--- config.mk ---
export PLATFORM = sky130hd
export DESIGN_NAME = matmul_engine
export DESIGN_NICKNAME = d
export VERILOG_FILES = /design/src/rtl/matmul_pkg.sv /design/src/rtl/mac_unit.sv /design/src/rtl/matmul_engine.sv
export SDC_FILE = /design/constraint.sdc
export NUM_CORES = 1
export LEC_CHECK = 0
export ABC_AREA = 0
export CAP_MARGIN = 20
export CORE_AREA = 2 2 169 171
export DETAILED_ROUTE_END_ITERATION = 7
export DIE_AREA = 0 0 171 173
export HOLD_SLACK_MARGIN = 0.15
export PLACE_DENSITY = 0.7
export REMOVE_ABC_BUFFERS = 1
export SYNTH_ARGS = -nofsm -noshare
export SYNTH_HDL_FRONTEND = slang
export SYNTH_SLANG_ARGS = --single-unit
--- constraint.sdc ---
create_clock -name clk -period 8.5 [get_ports clk]
set_input_delay 1.275 -clock clk [delete_from_list [all_inputs] [get_ports clk]]
set_output_delay 1.275 -clock clk [all_outputs]
set_load 0.1 [all_outputs]
--- src/rtl/matmul_pkg.sv ---
// Shared definitions for the matrix-multiply engine.
//   state_t    : controller states
//   idx_width  : bit width of a row-major element index for an N x N matrix
//   cnt_width  : bit width of an i/j/k loop counter
//   min_accw   : smallest C element width that cannot overflow a plain product
package matmul_pkg;

  localparam int unsigned N_DEF    = 2;
  localparam int unsigned DW_DEF   = 8;
  localparam int unsigned ACCW_DEF = 18;

  typedef enum logic [1:0] {
    LOAD,
    COMPUTE,
    DONE
  } state_t;

  function automatic int unsigned idx_width(input int unsigned n);
    return (n * n > 1) ? $clog2(n * n) : 1;
  endfunction

  function automatic int unsigned cnt_width(input int unsigned n);
    return (n > 1) ? $clog2(n) : 1;
  endfunction

  function automatic int unsigned min_accw(input int unsigned n, input int unsigned dw);
    return 2 * dw + $clog2(n);
  endfunction

endpackage

--- src/rtl/mac_unit.sv ---
// Single multiply-accumulate stage.
//   clk, rst   : clock, synchronous active-high reset (clears acc)
//   en         : perform one MAC this cycle
//   load_init  : start a new sum from acc_in instead of the current acc
//   signed_sel : 1 = operands are two's complement, product sign-extended
//   a, b       : DW-bit operands
//   acc_in     : initial value for a new sum
//   acc        : registered ACCW-bit accumulator
module mac_unit #(
  parameter int unsigned DW   = 8,
  parameter int unsigned ACCW = 18
) (
  input  logic            clk,
  input  logic            rst,
  input  logic            en,
  input  logic            load_init,
  input  logic            signed_sel,
  input  logic [DW-1:0]   a,
  input  logic [DW-1:0]   b,
  input  logic [ACCW-1:0] acc_in,
  output logic [ACCW-1:0] acc
);

  logic signed [2*DW-1:0] prod_s;
  logic        [2*DW-1:0] prod_u;
  logic        [ACCW-1:0] prod_ext;
  logic        [ACCW-1:0] base;

  always_comb begin
    prod_s   = $signed({{DW{a[DW-1]}}, a}) * $signed({{DW{b[DW-1]}}, b});
    prod_u   = {{DW{1'b0}}, a} * {{DW{1'b0}}, b};
    prod_ext = signed_sel ? {{(ACCW-2*DW){prod_s[2*DW-1]}}, prod_s}
                          : {{(ACCW-2*DW){1'b0}}, prod_u};
    base     = load_init ? acc_in : acc;
  end

  always_ff @(posedge clk) begin
    if (rst) begin
      acc <= '0;
    end else if (en) begin
      acc <= base + prod_ext;
    end
  end

endmodule

--- src/rtl/matmul_engine.sv ---
// N x N matrix-multiply engine: C = A*B or C += A*B, one MAC per cycle.
//   clk, rst            : clock, synchronous active-high reset
//   load_en, load_sel_ab, load_index, in_data : element write into A (0) or B (1)
//   signed_mode, acc_mode : arithmetic / accumulate select, latched on COMPUTE entry
//   clear               : abort, zero C, clear load masks (A and B retained)
//   output_en, output_sel : read request for C[output_sel]
//   out_data, out_valid : registered read data and its one-cycle strobe
//   busy, done          : high in COMPUTE / DONE
module matmul_engine
  import matmul_pkg::*;
#(
  parameter  int unsigned N    = N_DEF,
  parameter  int unsigned DW   = DW_DEF,
  parameter  int unsigned ACCW = ACCW_DEF,
  localparam int unsigned IW   = idx_width(N)
) (
  input  logic            clk,
  input  logic            rst,
  input  logic            load_en,
  input  logic            load_sel_ab,
  input  logic [IW-1:0]   load_index,
  input  logic [DW-1:0]   in_data,
  input  logic            signed_mode,
  input  logic            acc_mode,
  input  logic            clear,
  input  logic            output_en,
  input  logic [IW-1:0]   output_sel,
  output logic [ACCW-1:0] out_data,
  output logic            out_valid,
  output logic            busy,
  output logic            done
);

  localparam int unsigned NE = N * N;
  localparam int unsigned CW = cnt_width(N);
  localparam logic [CW-1:0] C_LAST = CW'(N - 1);

  state_t          state;
  logic [DW-1:0]   mat_a [NE];
  logic [DW-1:0]   mat_b [NE];
  logic [ACCW-1:0] mat_c [NE];
  logic [NE-1:0]   mask_a;
  logic [NE-1:0]   mask_b;
  logic [CW-1:0]   ci, cj, ck;
  logic            signed_q, acc_q;
  logic            issue_done;
  logic            wb_pending;
  logic [IW-1:0]   wb_idx;

  logic            full, start, issue, eff_signed, eff_acc, load_ok, read_ok;
  logic [IW-1:0]   a_idx, b_idx, c_idx;
  logic [ACCW-1:0] mac_init, mac_acc;

  // The MAC pipeline is primed in the LOAD cycle that sees both masks full,
  // so the registered accumulator can be written back one cycle after the
  // k = N-1 product while still finishing within the N^3 COMPUTE cycles.
  always_comb begin
    full       = (&mask_a) && (&mask_b);
    start      = (state == LOAD) && full;
    issue      = start || ((state == COMPUTE) && !issue_done);
    eff_signed = (state == COMPUTE) ? signed_q : signed_mode;
    eff_acc    = (state == COMPUTE) ? acc_q    : acc_mode;
    a_idx      = IW'(32'(ci) * N + 32'(ck));
    b_idx      = IW'(32'(ck) * N + 32'(cj));
    c_idx      = IW'(32'(ci) * N + 32'(cj));
    mac_init   = eff_acc ? mat_c[c_idx] : '0;
    load_ok    = load_en && (32'(load_index) < NE);
    read_ok    = 32'(output_sel) < NE;
  end

  mac_unit #(
    .DW   (DW),
    .ACCW (ACCW)
  ) u_mac (
    .clk        (clk),
    .rst        (rst || clear),
    .en         (issue),
    .load_init  (ck == '0),
    .signed_sel (eff_signed),
    .a          (mat_a[a_idx]),
    .b          (mat_b[b_idx]),
    .acc_in     (mac_init),
    .acc        (mac_acc)
  );

  always_ff @(posedge clk) begin
    if (rst) begin
      state      <= LOAD;
      for (int unsigned e = 0; e < NE; e++) begin
        mat_a[e] <= '0;
        mat_b[e] <= '0;
        mat_c[e] <= '0;
      end
      mask_a     <= '0;
      mask_b     <= '0;
      ci         <= '0;
      cj         <= '0;
      ck         <= '0;
      signed_q   <= 1'b0;
      acc_q      <= 1'b0;
      issue_done <= 1'b0;
      wb_pending <= 1'b0;
      wb_idx     <= '0;
      out_data   <= '0;
      out_valid  <= 1'b0;
      busy       <= 1'b0;
      done       <= 1'b0;
    end else if (clear) begin
      state      <= LOAD;
      for (int unsigned e = 0; e < NE; e++) begin
        mat_c[e] <= '0;
      end
      mask_a     <= '0;
      mask_b     <= '0;
      ci         <= '0;
      cj         <= '0;
      ck         <= '0;
      issue_done <= 1'b0;
      wb_pending <= 1'b0;
      out_valid  <= 1'b0;
      busy       <= 1'b0;
      done       <= 1'b0;
    end else begin
      out_valid <= 1'b0;

      if (wb_pending) begin
        mat_c[wb_idx] <= mac_acc;
      end
      wb_pending <= issue && (ck == C_LAST);
      wb_idx     <= c_idx;

      if (issue) begin
        if (ck == C_LAST) begin
          ck <= '0;
          if (cj == C_LAST) begin
            cj <= '0;
            if (ci == C_LAST) begin
              ci         <= '0;
              issue_done <= 1'b1;
            end else begin
              ci <= ci + CW'(1);
            end
          end else begin
            cj <= cj + CW'(1);
          end
        end else begin
          ck <= ck + CW'(1);
        end
      end

      case (state)
        LOAD: begin
          if (start) begin
            state    <= COMPUTE;
            busy     <= 1'b1;
            signed_q <= signed_mode;
            acc_q    <= acc_mode;
          end else if (load_ok) begin
            if (load_sel_ab) begin
              mat_b[load_index]  <= in_data;
              mask_b[load_index] <= 1'b1;
            end else begin
              mat_a[load_index]  <= in_data;
              mask_a[load_index] <= 1'b1;
            end
          end
        end
        COMPUTE: begin
          if (issue_done) begin
            state      <= DONE;
            busy       <= 1'b0;
            done       <= 1'b1;
            issue_done <= 1'b0;
          end
        end
        DONE: begin
          if (load_en) begin
            // Masks restart empty; only this write is recorded.
            mask_a <= '0;
            mask_b <= '0;
            if (load_ok) begin
              if (load_sel_ab) begin
                mat_b[load_index]  <= in_data;
                mask_b[load_index] <= 1'b1;
              end else begin
                mat_a[load_index]  <= in_data;
                mask_a[load_index] <= 1'b1;
              end
            end
            done  <= 1'b0;
            state <= LOAD;
          end
        end
        default: state <= LOAD;
      endcase

      if (output_en) begin
        out_valid <= 1'b1;
        out_data  <= read_ok ? mat_c[output_sel] : '0;
      end
    end
  end

endmodule
; Word level (Yosys, flattened, before mapping)
; Memory sizes are Yosys's and may differ from the RTL's. A register that Yosys moved wholly into a read port is not among the register bits.
; Cells that the tools add are included.
[word_totals]
input_bits = 20
ramBits = 136
mem_count = 3
word_cells = 159
output_inout_bits = 21
reg_bits = 40
[memory_table]
columns = name, depth, width, rd, rd_ports_with_merged_regs, write_ports, line_no
row1 = mat_c, 4, 18, 2, 1, 4, matmul_engine.sv:41  ; logic [ACCW-1:0] mat_c [NE];
row2 = mat_a, 4, 8, 1, 0, 4, matmul_engine.sv:39  ; logic [DW-1:0] mat_a [NE];
row3 = mat_b, 4, 8, 1, 0, 4, matmul_engine.sv:40  ; logic [DW-1:0] mat_b [NE];
[op_classes]
mux = 85
bitwise_logic = 9
eq_ne = 9
n_lt_le_gt_ge = 2
n_reduce_logical = 27
mul = 2
addsub = 7
[op_table]
columns = op, n
row1 = $mux 18, 8
row2 = $mux 1, 51
row3 = $mux 4, 10
row4 = $mul 8x8->16, 2
row5 = $mux 8, 4
row6 = $add 18x18->18, 1
row7 = $reduce_or 18->1, 1
row8 = $pmux 4 s2, 2
row9 = $reduce_or 8->1, 2
row10 = $reduce_and 3->1, 5
row11 = $ne 2x2->1 const B, 7
row12 = $mux 2, 6
row13 = $reduce_and 5->1, 2
row14 = $or 4x4->4, 2
row15 = $reduce_and 4->1, 2
row16 = $add 2x1->2, 3
row17 = $or 1x1->1, 6
row18 = $pmux 2 s3, 1
row19 = $reduce_bool 2->1, 3
row20 = $logic_and 1x1->1, 5
row21 = $pmux 1 s2, 2
row22 = $reduce_and 2->1, 2
row23 = $add 1x1->1 const B, 3
row24 = $lt 2x3->1 const B, 1
row25 = 9 further kinds, 10

; Longest topological paths before layout
[depth]
word_depth = 11
ltp_mapped = 29
ltp_nobuf = 27

; Modules after synthesis
; A second synthesis with hierarchy kept.
[unflattened]
hier_cells = 1232
area_unflattened_um2 = 14014.7
[modules_own_cells]
columns = mod, cells_each, seq_area_each_um2, area_per_inst_um2, n_inst
row1 = matmul_engine, 536, 4884.7, 8122.8, 1
row2 = mac_unit, 696, 360.3, 5891.9, 1

; Worst setup path after synthesis
; Ideal clock, no wire load.
[synth_path]
kind = reg-to-reg
start = register cj
end = register u_mac.acc[17]
required_time_ns = 8.426
setup_ns = 0.074
stages_incl_launch_ff = 26
arrival_ns = 6.345
setup_slack_ns = 2.081
n_path_buf = 1
period_less_slack_ns = 6.419
cell_sequence = dfxtp_1 > buf_2 > mux4_2 > and2_1 > fa_1 > inv_1 > fa_1 > inv_1 > fa_1 > inv_1 > fa_1 > inv_1 > ha_1 > a2111o_1 > a21oi_1 > xnor2_1 > nand2_1 > o21ai_0 > ha_1 > and4_4 > a21oi_2 > o21ai_1 > a41o_1 > o311a_1 > a22o_1 > a31oi_1
[synth_between]
elab_chain_len = 5
word_cells_on_any_way = 10
cone_classes = add/sub: 3 / mul: 2 / mux: 3 / memory: 2
[synth_lines]
columns = element, line_no
row1 = from (decl), matmul_engine.sv:44  ; logic [CW-1:0] ci, cj, ck;
row2 = from (signal assigned), matmul_engine.sv:144  ; cj <= cj + CW'(1);
row3 = "$add 2x1->2, on equally long branches", "matmul_engine.sv:64, matmul_engine.sv:65"
row4 = $mem_v2 4x8 / $mem_v2 4x18 (equally long branches), --
row5 = "$mul 8x8->16, or another cell as far along", mac_unit.sv:31  ; prod_u = {{DW{1'b0}}, a} * {{DW{1'b0}}, b};
row6 = "$mux 18, on equally long branches", "mac_unit.sv:32, mac_unit.sv:34"
row7 = $add 18x18->18 *, mac_unit.sv:41  ; acc <= base + prod_ext;
row8 = to (signal assigned), mac_unit.sv:41
row9 = to (decl), mac_unit.sv:21  ; output logic [ACCW-1:0] acc
; Every way passes the cells marked *; elsewhere a longest branch is shown, timed or not.
; A chain may end at the register's enable or synchronous reset.

; Worst setup path in the final report
[layout_path]
start = register ck
end = register u_mac.acc[17]
[layout_between]
elab_chain_len = 5
word_cells_on_any_way = 9
cone_classes = add/sub: 3 / mul: 2 / mux: 2 / memory: 2
[layout_lines]
columns = element, line_no
row1 = from (decl), matmul_engine.sv:44
row2 = from (signal assigned), matmul_engine.sv:147  ; ck <= ck + CW'(1);
row3 = "$add 2x1->2, on equally long branches", "matmul_engine.sv:63, matmul_engine.sv:64"
row4 = "$mem_v2 4x8, on equally long branches", --
row5 = "$mul 8x8->16, on equally long branches", "mac_unit.sv:31, mac_unit.sv:30"
row6 = $mux 18, mac_unit.sv:32  ; prod_ext = signed_sel ? {{(ACCW-2*DW){prod_s[2*DW-1]}}, prod_s}
row7 = $add 18x18->18 *, mac_unit.sv:41
; Marks and branches as above.

==> results_dict.tcl <==
set metrics [dict create \
    timing.hold.ws_ns 0.453 \
    start_util 0.495 \
    grt_first_pass_wirelength_um 49500 \
    viasPerCell 5.50 \
    synth_common_cells "162 x inv_1, 136 x and2_1, 136 x edfxtp_1" \
    p_clk_frac 0.341 \
    seq_power_share 0.448 \
    sw_frac_of_total 0.293 \
    relSlewSlack 0.335 \
    syn_to_final_growth_pct 10.2 \
    post_cts_buffers 0 \
    crit_top_cell "ha_1" \
    drive_gt1_frac 0.0978 \
    period_minus_slack_ns 7.08 \
    antenna_found_initial 0 \
    grt_pass1_vias 9583 \
    drc_errors 0 \
    drt_pass1_iterations 5 \
    internal_power_mw 1.65 \
    synth.ff_latch_count 194 \
    power_frac_comb 0.211 \
    yosysWarnings 0 \
    core_area_um2 27600 \
    drv_slew 0 \
    setup_violations 0 \
    finalNetCount 1456 \
    synth_edf_count 136 \
    switchingPower_mw 0.686 \
    ys_types 69 \
    ios 41 \
    synth_flop_cell "edfxtp_1" \
    yosysMostFrequentCell "inv_1" \
    powerDensity_nw_per_um2 155 \
    via_count 9170 \
    crit_path_max_incr_delay_ns 0.68 \
    required_ns 8.87 \
    hold_violations 0 \
    grt_util_all_layers 0.214 \
    arrival_ns 7.45 \
    synth-seq-area-share 0.384 \
    tightest_slew_ns 0.994 \
    synth_area_leaders "edfxtp_1 30%, fa_1 13%, mux4_2 8.6%, dfxtp_1 8.5%, ha_1 6.9%" \
    crit_type "flip-flop to flip-flop" \
    die_w_um 171 \
    end_kind "flip-flop" \
    clock_latency_ns 0.44 \
    syn-cell-area_um2 13700 \
    gp_congestion 0.865 \
    async_reset_ff_frac 0 \
    grt_max_degree 37 \
    max_freq_ghz 0.141 \
    cp_max_fo 25 \
    cpMaxStageDelayCell "mux4_2" \
    cts.reportedPaths.clkPinSlew_ns 0.07 \
    cts_tree "done" \
    gr-total-overflow 0 \
    drv_cap 0 \
    clock_path_buffers 2 \
    cts_sinks 194 \
    synth_top_cell_by_area "edfxtp_1" \
    dieArea_um2 29600 \
    finClkSkew_ns 0.0129 \
    fin_tns_setup_ns 0 \
    die_y_um 173 \
    cts_resized 0 \
    dpl.hpwl_um 21900 \
    netlist.area_leader.share 0.299 \
    fillers 2431 \
    dp_slack_ns 1.43 \
    layout_setup_ws_ns 1.42 \
    final_antenna_net_count 0 \
    n_antenna_cell 0 \
    status "finished clean" \
    root_buffer "clkbuf_16" \
    grt_setup_unrepaired "no" \
    cts_hold_buf 0 \
    first_iter_violations 639 \
    ir_drop_mv 0.126 \
    syn_inst 1246 \
    drt-total-wl_um 29900 \
    rows 61 \
    port-buffer-count 40 \
    syn_area_per_cell_um2 11.0 \
    startpoint_type "flip-flop" \
    finalCritPeriodShare 0.833 \
    htreeDepth 4 \
    drt-wirelength-per-cell_um 17.9 \
    min_path_type "flip-flop to flip-flop" \
    cts_buffers 17 \
    p_leak_nw 6.48 \
]
==> through the flow <==
stage / total power, mW / util / cells / area (um^2)
after global placement: 1.55 / 0.523 / 1633 / 14500
after CTS: 2.35 / 0.545 / 1665 / 15000
final: 2.34 / 0.545 / 1666 / 15100
after floorplan: 1.43 / - / 1195 / 13400
after detailed placement: 1.56 / 0.523 / 1633 / 14500
after global routing: 2.45 / 0.545 / 1666 / 15100
==> cells in the final DEF, fill, tap and decap left out, drive strengths merged, types with 23 or more instances in the layout <==
master,Yosys,routed
inv,162,170
a21oi,64,64
ha,75,75
and3,42,42
dfxtp,58,58
nand2,114,114
mux4,52,52
and2,136,136
xnor2,23,23
o21ai,28,28
fa,86,86
nor2,46,46
edfxtp,136,136
clkdlybuf4s50,0,40
==> kinds of logic (layout without fill, tap and decap cells) <==
family / Yosys count / in the layout / share of synthesized area
buffers and inverters: 213 / 255 / 0.0618
xor gates and xnor gates: 39 / 39 / 0.0250
DFF: 194 / 194 / 0.384
and+or+nand+nor: 399 / 399 / 0.155
AOI/OAI and AO/OA: 179 / 179 / 0.0867
muxes: 61 / 61 / 0.0925
adders and majority gates: 161 / 161 / 0.195
==> layout make-up <==
cell class	instances	area, um^2	area share
multi-input combinational	839	7580	0.503
sequential	194	5250	0.348
inverter	162	608	0.0404
timing repair buffer	61	566	0.0375
clock buffer	21	483	0.0321
tap	378	473	0.0314
clock inverter	11	101	0.00673
==> worst max-delay path, delay by kind of cell (launching register included) <==
family	cells	cell delay [ns]
xor gates and xnor gates	1	0.16
adders and majority gates	7	2.50
buffers and inverters	3	0.47
DFF	1	0.62
AOI/OAI and AO/OA	12	2.29
muxes	1	0.68
and+or+nand+nor	2	0.29
==> power by group through the flow <==
| stage | clock network [mW] | logic [mW] | registers, mW |
|---|---|---|---|
| after floorplan | 0 | 0.343 | 1.09 |
| final | 0.799 | 0.493 | 1.05 |
| after global placement | 0 | 0.483 | 1.07 |
| after global routing | 0.845 | 0.554 | 1.05 |
| after detailed placement | 0 | 0.493 | 1.07 |
| after CTS | 0.810 | 0.495 | 1.05 |
==> path summary, 6_finish.rpt <==
check	cells after the start	slack, ns	endpoint	startpoint
hold reg to reg	2	0.45	out_data[5]$_SDFFE_PP0P_	out_data[5]$_SDFFE_PP0P_
hold / removal	2	0.45	out_data[5]$_SDFFE_PP0P_	out_data[5]$_SDFFE_PP0P_
setup / recovery	26	1.42	u_mac.acc[17]$_SDFFE_PP0N_	ck$_SDFFE_PP0N_
setup reg to reg	26	1.42	u_mac.acc[17]$_SDFFE_PP0N_	ck$_SDFFE_PP0N_
==> metal layers <==
| metal | GRT usage | vias up | wire [um] |
|---|---|---|---|
| met3 | 0.0330 | 31 | 1120 |
| met4 | 0.0544 | 0 | 450 |
| li1 | - | 4340 | - |
| met1 | 0.285 | 4586 | 13000 |
| met2 | 0.367 | 213 | 15300 |
| met5 | 0 | - | 0 |
==> registers in the layout, indices dropped and copies added, names as in the netlist, 2 cells and up <==
register / cells
mat_c: 72
mask_a: 4
wb_idx: 2
u_mac.acc: 18
mask_b: 4
state: 2
mat_a: 32
mat_b: 32
out_data: 18
Power figures use the tool's default switching activity.
